[config.mk]
export PLATFORM = sky130hd
export DESIGN_NAME = neuron_mac_flat
export DESIGN_NICKNAME = d
export VERILOG_FILES = /design/src/rtl/neuron_mac_if.sv /design/src/rtl/neuron_mac.sv /design/src/flat_wrapper.sv
export SDC_FILE = /design/constraint.sdc
export NUM_CORES = 1
export LEC_CHECK = 0
export ABC_AREA = 1
export CAP_MARGIN = 20
export CORE_ASPECT_RATIO = 0.9
export CORE_MARGIN = 8
export CORE_UTILIZATION = 45
export CTS_CLUSTER_SIZE = 25
export DETAILED_ROUTE_END_ITERATION = 8
export PLACE_DENSITY = 0.75
export SLEW_MARGIN = 20
export SYNTH_ARGS = -nofsm -noshare
export SYNTH_HDL_FRONTEND = slang
export SYNTH_SLANG_ARGS = --single-unit
[constraint.sdc]
create_clock -name clk -period 5.4 [get_ports clk]
set_input_delay 1.08 -clock clk [delete_from_list [all_inputs] [get_ports clk]]
set_output_delay 1.08 -clock clk [all_outputs]
set_load 0.01 [all_outputs]
[src/rtl/neuron_mac_if.sv]
// neuron_mac_if: handshake/data bundle between the MAC producer and neuron_mac.
//   master : drives start/bias and the pixel/weight stream (in_valid, pixel, weight)
//   slave  : neuron_mac; drives in_ready, acc_out, neuron_rdy, plane_rdy, busy
interface neuron_mac_if #(
    parameter int DATA_W = 16
);
    logic              start;
    logic [DATA_W-1:0] bias;
    logic              in_valid;
    logic              in_ready;
    logic [DATA_W-1:0] pixel;
    logic [DATA_W-1:0] weight;
    logic [DATA_W-1:0] acc_out;
    logic              neuron_rdy;
    logic              plane_rdy;
    logic              busy;

    modport master (
        output start, bias, in_valid, pixel, weight,
        input  in_ready, acc_out, neuron_rdy, plane_rdy, busy
    );

    modport slave (
        input  start, bias, in_valid, pixel, weight,
        output in_ready, acc_out, neuron_rdy, plane_rdy, busy
    );
endinterface

[src/rtl/neuron_mac.sv]
// neuron_mac: per-neuron multiply-accumulate stage.
//   Accepts KERNEL_LEN signed Q8.8 pixel/weight pairs per neuron, accumulates the
//   Q16.16 products in a Q24.16 accumulator, adds the plane bias, rounds half up
//   and saturates to 16 bits. Each result is presented on acc_out with a one-cycle
//   neuron_rdy strobe; after NEURONS_PER_PLANE neurons a one-cycle plane_rdy follows.
// Ports:
//   clk, rst_n : rising-edge clock, synchronous active-low reset
//   bus        : neuron_mac_if.slave (start/bias, in_valid/in_ready/pixel/weight,
//                acc_out, neuron_rdy, plane_rdy, busy)
module neuron_mac #(
    parameter int DATA_W            = 16,
    parameter int FRAC              = 8,
    parameter int ACC_W             = 40,
    parameter int KERNEL_LEN        = 9,
    parameter int NEURONS_PER_PLANE = 4
) (
    input  logic         clk,
    input  logic         rst_n,
    neuron_mac_if.slave  bus
);
    localparam int PW     = 2 * DATA_W;
    localparam int STAGES = 1;
    localparam int SC_W   = $clog2(KERNEL_LEN + 1);
    localparam int NC_W   = $clog2(NEURONS_PER_PLANE + 1);

    localparam logic signed [ACC_W-1:0] RND     = ACC_W'(1) <<< (FRAC - 1);
    localparam logic signed [ACC_W-1:0] SAT_MAX = ACC_W'((1 <<< (DATA_W - 1)) - 1);
    localparam logic signed [ACC_W-1:0] SAT_MIN = ACC_W'(-(1 <<< (DATA_W - 1)));

    typedef enum logic [2:0] {IDLE, ACC, DRAIN, EMIT, PLANE} state_t;

    typedef struct packed {
        logic signed [DATA_W-1:0] pixel;
        logic signed [DATA_W-1:0] weight;
    } pair_t;

    state_t                   state, state_nx;
    pair_t                    op;
    logic signed [PW-1:0]     prod;
    logic        [STAGES:0]   vld_pipe;   // [0]: operands held, [1]: product held
    logic signed [ACC_W-1:0]  acc;
    logic        [DATA_W-1:0] bias_q;
    logic        [SC_W-1:0]   smp_cnt;
    logic        [NC_W-1:0]   nrn_cnt;
    logic        [DATA_W-1:0] acc_out_q;
    logic                     neuron_rdy_q;

    logic                     accept;
    logic                     last_smp;
    logic                     last_nrn;
    logic signed [ACC_W-1:0]  bias_ext;
    logic signed [ACC_W-1:0]  rnd_sum;
    logic signed [ACC_W-1:0]  shifted;
    logic        [DATA_W-1:0] result;

    assign accept   = bus.in_valid && (state == ACC);
    assign last_smp = (smp_cnt == SC_W'(KERNEL_LEN - 1));
    assign last_nrn = (nrn_cnt == NC_W'(NEURONS_PER_PLANE - 1));

    // Bias is Q8.8; aligning it to the accumulator's Q.16 point.
    assign bias_ext = {{(ACC_W-DATA_W-FRAC){bias_q[DATA_W-1]}}, bias_q, {FRAC{1'b0}}};
    assign rnd_sum  = acc + bias_ext + RND;
    assign shifted  = rnd_sum >>> FRAC;

    always_comb begin
        result = shifted[DATA_W-1:0];
        if (shifted > SAT_MAX)      result = SAT_MAX[DATA_W-1:0];
        else if (shifted < SAT_MIN) result = SAT_MIN[DATA_W-1:0];
    end

    always_comb begin
        state_nx = state;
        unique case (state)
            IDLE:  if (bus.start) state_nx = ACC;
            ACC:   if (accept && last_smp) state_nx = DRAIN;
            // Leave once only the product stage is occupied; it lands in acc on
            // the same edge that moves us into EMIT.
            DRAIN: if (!vld_pipe[0]) state_nx = EMIT;
            EMIT:  state_nx = last_nrn ? PLANE : ACC;
            // First PLANE cycle carries the final neuron_rdy; plane_rdy goes in
            // the second so the two strobes never coincide.
            PLANE: if (!neuron_rdy_q) state_nx = IDLE;
            default: state_nx = IDLE;
        endcase
    end

    always_ff @(posedge clk) begin
        if (!rst_n) begin
            state        <= IDLE;
            op           <= '0;
            prod         <= '0;
            vld_pipe     <= '0;
            acc          <= '0;
            bias_q       <= '0;
            smp_cnt      <= '0;
            nrn_cnt      <= '0;
            acc_out_q    <= '0;
            neuron_rdy_q <= 1'b0;
        end else begin
            state        <= state_nx;
            vld_pipe     <= {vld_pipe[STAGES-1:0], accept};
            neuron_rdy_q <= 1'b0;

            if (accept) begin
                op.pixel  <= bus.pixel;
                op.weight <= bus.weight;
                smp_cnt   <= smp_cnt + 1'b1;
            end
            if (vld_pipe[0]) prod <= PW'(op.pixel) * PW'(op.weight);
            if (vld_pipe[1]) acc  <= acc + {{(ACC_W-PW){prod[PW-1]}}, prod};

            unique case (state)
                IDLE: if (bus.start) begin
                    bias_q  <= bus.bias;
                    acc     <= '0;
                    smp_cnt <= '0;
                    nrn_cnt <= '0;
                end
                EMIT: begin
                    acc_out_q    <= result;
                    neuron_rdy_q <= 1'b1;
                    acc          <= '0;
                    smp_cnt      <= '0;
                    nrn_cnt      <= nrn_cnt + 1'b1;
                end
                default: ;
            endcase
        end
    end

    assign bus.in_ready   = (state == ACC);
    assign bus.acc_out    = acc_out_q;
    assign bus.neuron_rdy = neuron_rdy_q;
    assign bus.plane_rdy  = (state == PLANE) && !neuron_rdy_q;
    assign bus.busy       = (state != IDLE);
endmodule
[src/flat_wrapper.sv]
// flat-port wrapper written by rule: the top's interface ports become plain ports
module neuron_mac_flat 
#(
    parameter int DATA_W            = 16,
    parameter int FRAC              = 8,
    parameter int ACC_W             = 40,
    parameter int KERNEL_LEN        = 9,
    parameter int NEURONS_PER_PLANE = 4
)
  (clk, rst_n, bus_start, bus_bias, bus_in_valid, bus_pixel, bus_weight, bus_in_ready, bus_acc_out, bus_neuron_rdy, bus_plane_rdy, bus_busy);
  neuron_mac_if #(.DATA_W(DATA_W)) bus_i ();
  input  logic clk;
  input  logic rst_n;
  input wire logic [$bits(bus_i.start)-1:0] bus_start;
  input wire logic [$bits(bus_i.bias)-1:0] bus_bias;
  input wire logic [$bits(bus_i.in_valid)-1:0] bus_in_valid;
  input wire logic [$bits(bus_i.pixel)-1:0] bus_pixel;
  input wire logic [$bits(bus_i.weight)-1:0] bus_weight;
  output wire logic [$bits(bus_i.in_ready)-1:0] bus_in_ready;
  output wire logic [$bits(bus_i.acc_out)-1:0] bus_acc_out;
  output wire logic [$bits(bus_i.neuron_rdy)-1:0] bus_neuron_rdy;
  output wire logic [$bits(bus_i.plane_rdy)-1:0] bus_plane_rdy;
  output wire logic [$bits(bus_i.busy)-1:0] bus_busy;
  assign bus_i.start = bus_start;
  assign bus_i.bias = bus_bias;
  assign bus_i.in_valid = bus_in_valid;
  assign bus_i.pixel = bus_pixel;
  assign bus_i.weight = bus_weight;
  assign bus_in_ready = bus_i.in_ready;
  assign bus_acc_out = bus_i.acc_out;
  assign bus_neuron_rdy = bus_i.neuron_rdy;
  assign bus_plane_rdy = bus_i.plane_rdy;
  assign bus_busy = bus_i.busy;
  neuron_mac #(.DATA_W(DATA_W), .FRAC(FRAC), .ACC_W(ACC_W), .KERNEL_LEN(KERNEL_LEN), .NEURONS_PER_PLANE(NEURONS_PER_PLANE)) u_core (.clk(clk), .rst_n(rst_n), .bus(bus_i));
endmodule
==> results.cfg <==
[detailed_routing]
wl_met3_um = 3640
vias_per_cell = 5.08
wl_met2_um = 26300
ant_nets = 0
m1WireLength_um = 25500
vias = 19200
drt-wirelength-per-cell_um = 15.0
top_layer_used = met4
first_iter_violations = 1374
drt-total-wl_um = 56900
drt_pass1_iterations = 6
drc = 0

[layout]
multi_input_area_um2 = 15500
nNetsFinal = 3643
drive_gt1_share_pct = 16.9
diodes = 0
final_area_um2 = 25300
nFillCells = 4061
regArea_um2 = 3080
area_delta_synth_final_pct = 22.7
layout.cells.non_filler = 3791

[die]
die_height_um = 219
dieArea_um2 = 53000
start_util_pct = 45.5
fp.coreArea_um2 = 45400
ios = 72
die_w_um = 242
num_rows = 74

[setup_path]
max_stage_delay_ps = 640
rr_startpoint = u_core.op[31]
critical_path_required_ps = 5750
worst-path-max-fanout = 6
worstSetupEndpointType = register
cp_num_buf_inv = 7
cp_cell_sequence = buf_8 > nand2_4 > fa_1 > inv_2 > fa_2 > fa_1 > fa_1 > fa_1 > inv_1 > fa_1 > inv_2 > ha_4 > buf_6 > nand4_1 > inv_1 > a21oi_2 > nand3_2 > a21o_1 > nand2_1 > nand2_1 > xor2_1 > o21ai_1 > inv_1
cp_slowest_cell = fa_2
cp_common_cell = fa_1
cp.arrival_ps = 5860
r2r_cells = 23
start_kind = register
path_class = reg -> reg
path_delay_family = adder cells
r2r-end = u_core.prod[29]
r2r_slack_ps = -110

[synthesis]
synth-async-reset-ratio_pct = 0
ys_warn_count = 0
ys.flop_type = dfxtp_1
ys_top_cells_by_area = fa_1 (26%), dfxtp_1 (14%), nand2_1 (12%), inv_1 (12%), ha_1 (9.5%)
synth_nets = 3413
syn_avg_cell_area_um2 = 7.01
synth_cells = 2941
ys_seq_area_share_pct = 14.5
ys_seq_elements = 149
synthesis.area_um2 = 20600
synth-edff-count = 0
synth_top_area_share_pct = 25.6
synth_largest_area_cell = fa_1
ys_types = 55

[clocking]
cts_hold_buf = 0
insertion_delay_ps = 470
htree_levels = 4
cts-buffers-inserted = 17
numClockSinks = 149
cts_tree = yes
root_buffer = clkbuf_16
cts_max_path_buffers = 2
clkTransAtPathRegs_ps = 70

[sta]
rsz0062_at_grt = true
hold_viol = 0
skew_ps = 16.0
max_slew_margin_pct = 40.0
fin_crit_ps = 5510
setup-violations-final = 9
period_share_pct = 102
fmax_ghz = 0.181
tightest_slew_ps = 899
slew_viol_final = 0
setup_slack_ps = -113

[min_path]
hold_depth = 1
hp-start = u_core.nrn_cnt[0]
holdCritPathClass = reg -> reg
hold_path_end = u_core.nrn_cnt[0]

[placed_design]
place_inst = 3687
place_area_um2 = 23200
portBuffers = 71
dp_hpwl_um = 43600
routabilityCongestion = 0.963

[grt]
grt_pass1_wl_um = 92800
gr-usage-all-layers_pct = 20.9
grt_max_degree = 71
grt_pass1_vias = 19100
grt_antenna_before_repair = 0
grt-ovfl-total = 0

[run_status]
status = finished, violations left
violations = setup timing

[pwr]
switchingPower_uw = 2310
leakage_uw = 0.0139
p_sw_share_pct = 41.3
pwr-share-seq_pct = 24.4
clkPwrFrac_pct = 22.2
intPower_uw = 3290
powerDensity_nw_per_um2 = 221
p_comb_share_pct = 53.4
finalPower_uw = 5600
ir_worst_vdd_uv = 234

[run]
drv_cap = 0
-- flip-flops by register name (all words and copies together) (netlist names) --
signal and flops:
u_core.state 3, u_core.bus.neuron_rdy 1, u_core.acc 40, u_core.bus.acc_out 16
u_core.prod 32, u_core.op 32, u_core.nrn_cnt 3, u_core.vld_pipe 2
u_core.bias_q 16, u_core.smp_cnt 4
-- stage by stage --
step / hold slack, ps / setup TNS (ps) / setup slack (ps) / utilization [%]
CTS: 459 / -66.1 / -39.0 / 54.0
finish: 458 / -290 / -113 / 55.8
detailed placement: 462 / -4680 / -380 / 51.1
global placement: 450 / -2990 / -273 / 51.1
global route: 477 / -3250 / -313 / 55.8
floorplan: 429 / 0 / 2.88 / -
-- power groups by stage --
| stage | Clock, uW | Combinational (uW) | Sequential [uW] |
|---|---|---|---|
| floorplan | 0 | 1670 | 1270 |
| global placement | 0 | 2380 | 1370 |
| detailed placement | 0 | 2420 | 1370 |
| CTS | 1260 | 2640 | 1350 |
| global route | 1300 | 3310 | 1370 |
| finish | 1250 | 2990 | 1360 |
-- cells by family after synthesis --
logic type      Yosys count  share of synthesized area [%]
buf+inv                 767                           14.1
xor+xnor                 56                           2.41
fa+ha+maj               420                           35.1
compound gates          398                           11.1
simple gates           1151                           22.9
flops                   149                           14.5
-- cell type report --
cell class                 instances  area share, %
sequential                       149           12.2
tap                              608           3.01
multi-input combinational       2025           61.1
clock inverter                    13          0.633
timing repair buffer             317           11.6
clock buffer                      18           1.74
inverter                         661           9.80
-- cell usage after synthesis (10+ instances only) --
master,number
ha_1,156
or2_2,13
xnor2_1,12
nor3_1,23
xor2_1,43
nand2_2,17
o21ai_1,13
a21o_1,15
o211ai_1,21
dfxtp_1,149
nand2_1,661
nand4_1,24
clkbuf_1,100
inv_1,655
o21bai_1,10
nor2_1,280
nand3_1,101
a21oi_1,141
nor2_2,12
a21oi_2,12
o21ai_0,147
fa_1,264
-- metal layers --
layer  vias up  GRT usage, %
li1       9412             -
met5         -             0
met2       654          35.3
met3       137          3.51
met4         0          6.03
met1      9037          27.5
-- how the worst max path moves through the flow --
stage / start / to / slack [ps] / depth (start not counted)
6_report: u_core.op[31] / u_core.prod[29] / -110 / 23
5_1_grt: u_core.op[9] / u_core.prod[29] / -310 / 25
4_1_cts: u_core.op[31] / u_core.prod[29] / -40 / 24
3_5_place_dp: u_core.op[26] / u_core.prod[26] / -380 / 22
3_3_place_gp: u_core.op[27] / u_core.prod[26] / -270 / 22
2_1_floorplan: u_core.op[26] / u_core.prod[29] / 3 / 25
-- cells in the final DEF (no fill, tap or decap), drive strengths merged, types with 70 or more instances in the layout --
cell	netlist	final
o21ai	160	160
a21oi	155	155
nand3	104	104
buf	6	246
nand2	678	678
fa	264	264
inv	659	666
dfxtp	149	149
nor2	293	293
clkdlybuf4s50	0	70
ha	156	156
-- repair_timing --
action                     4_1_cts  5_1_grt
setup endpoints to repair       19       20
resized for setup              133      155
hold endpoints to repair         0        0
setup buffers                   34       37
cloned                           1        1
pin swaps                       88      120
No activity file was read; power rests on OpenSTA's default activity.
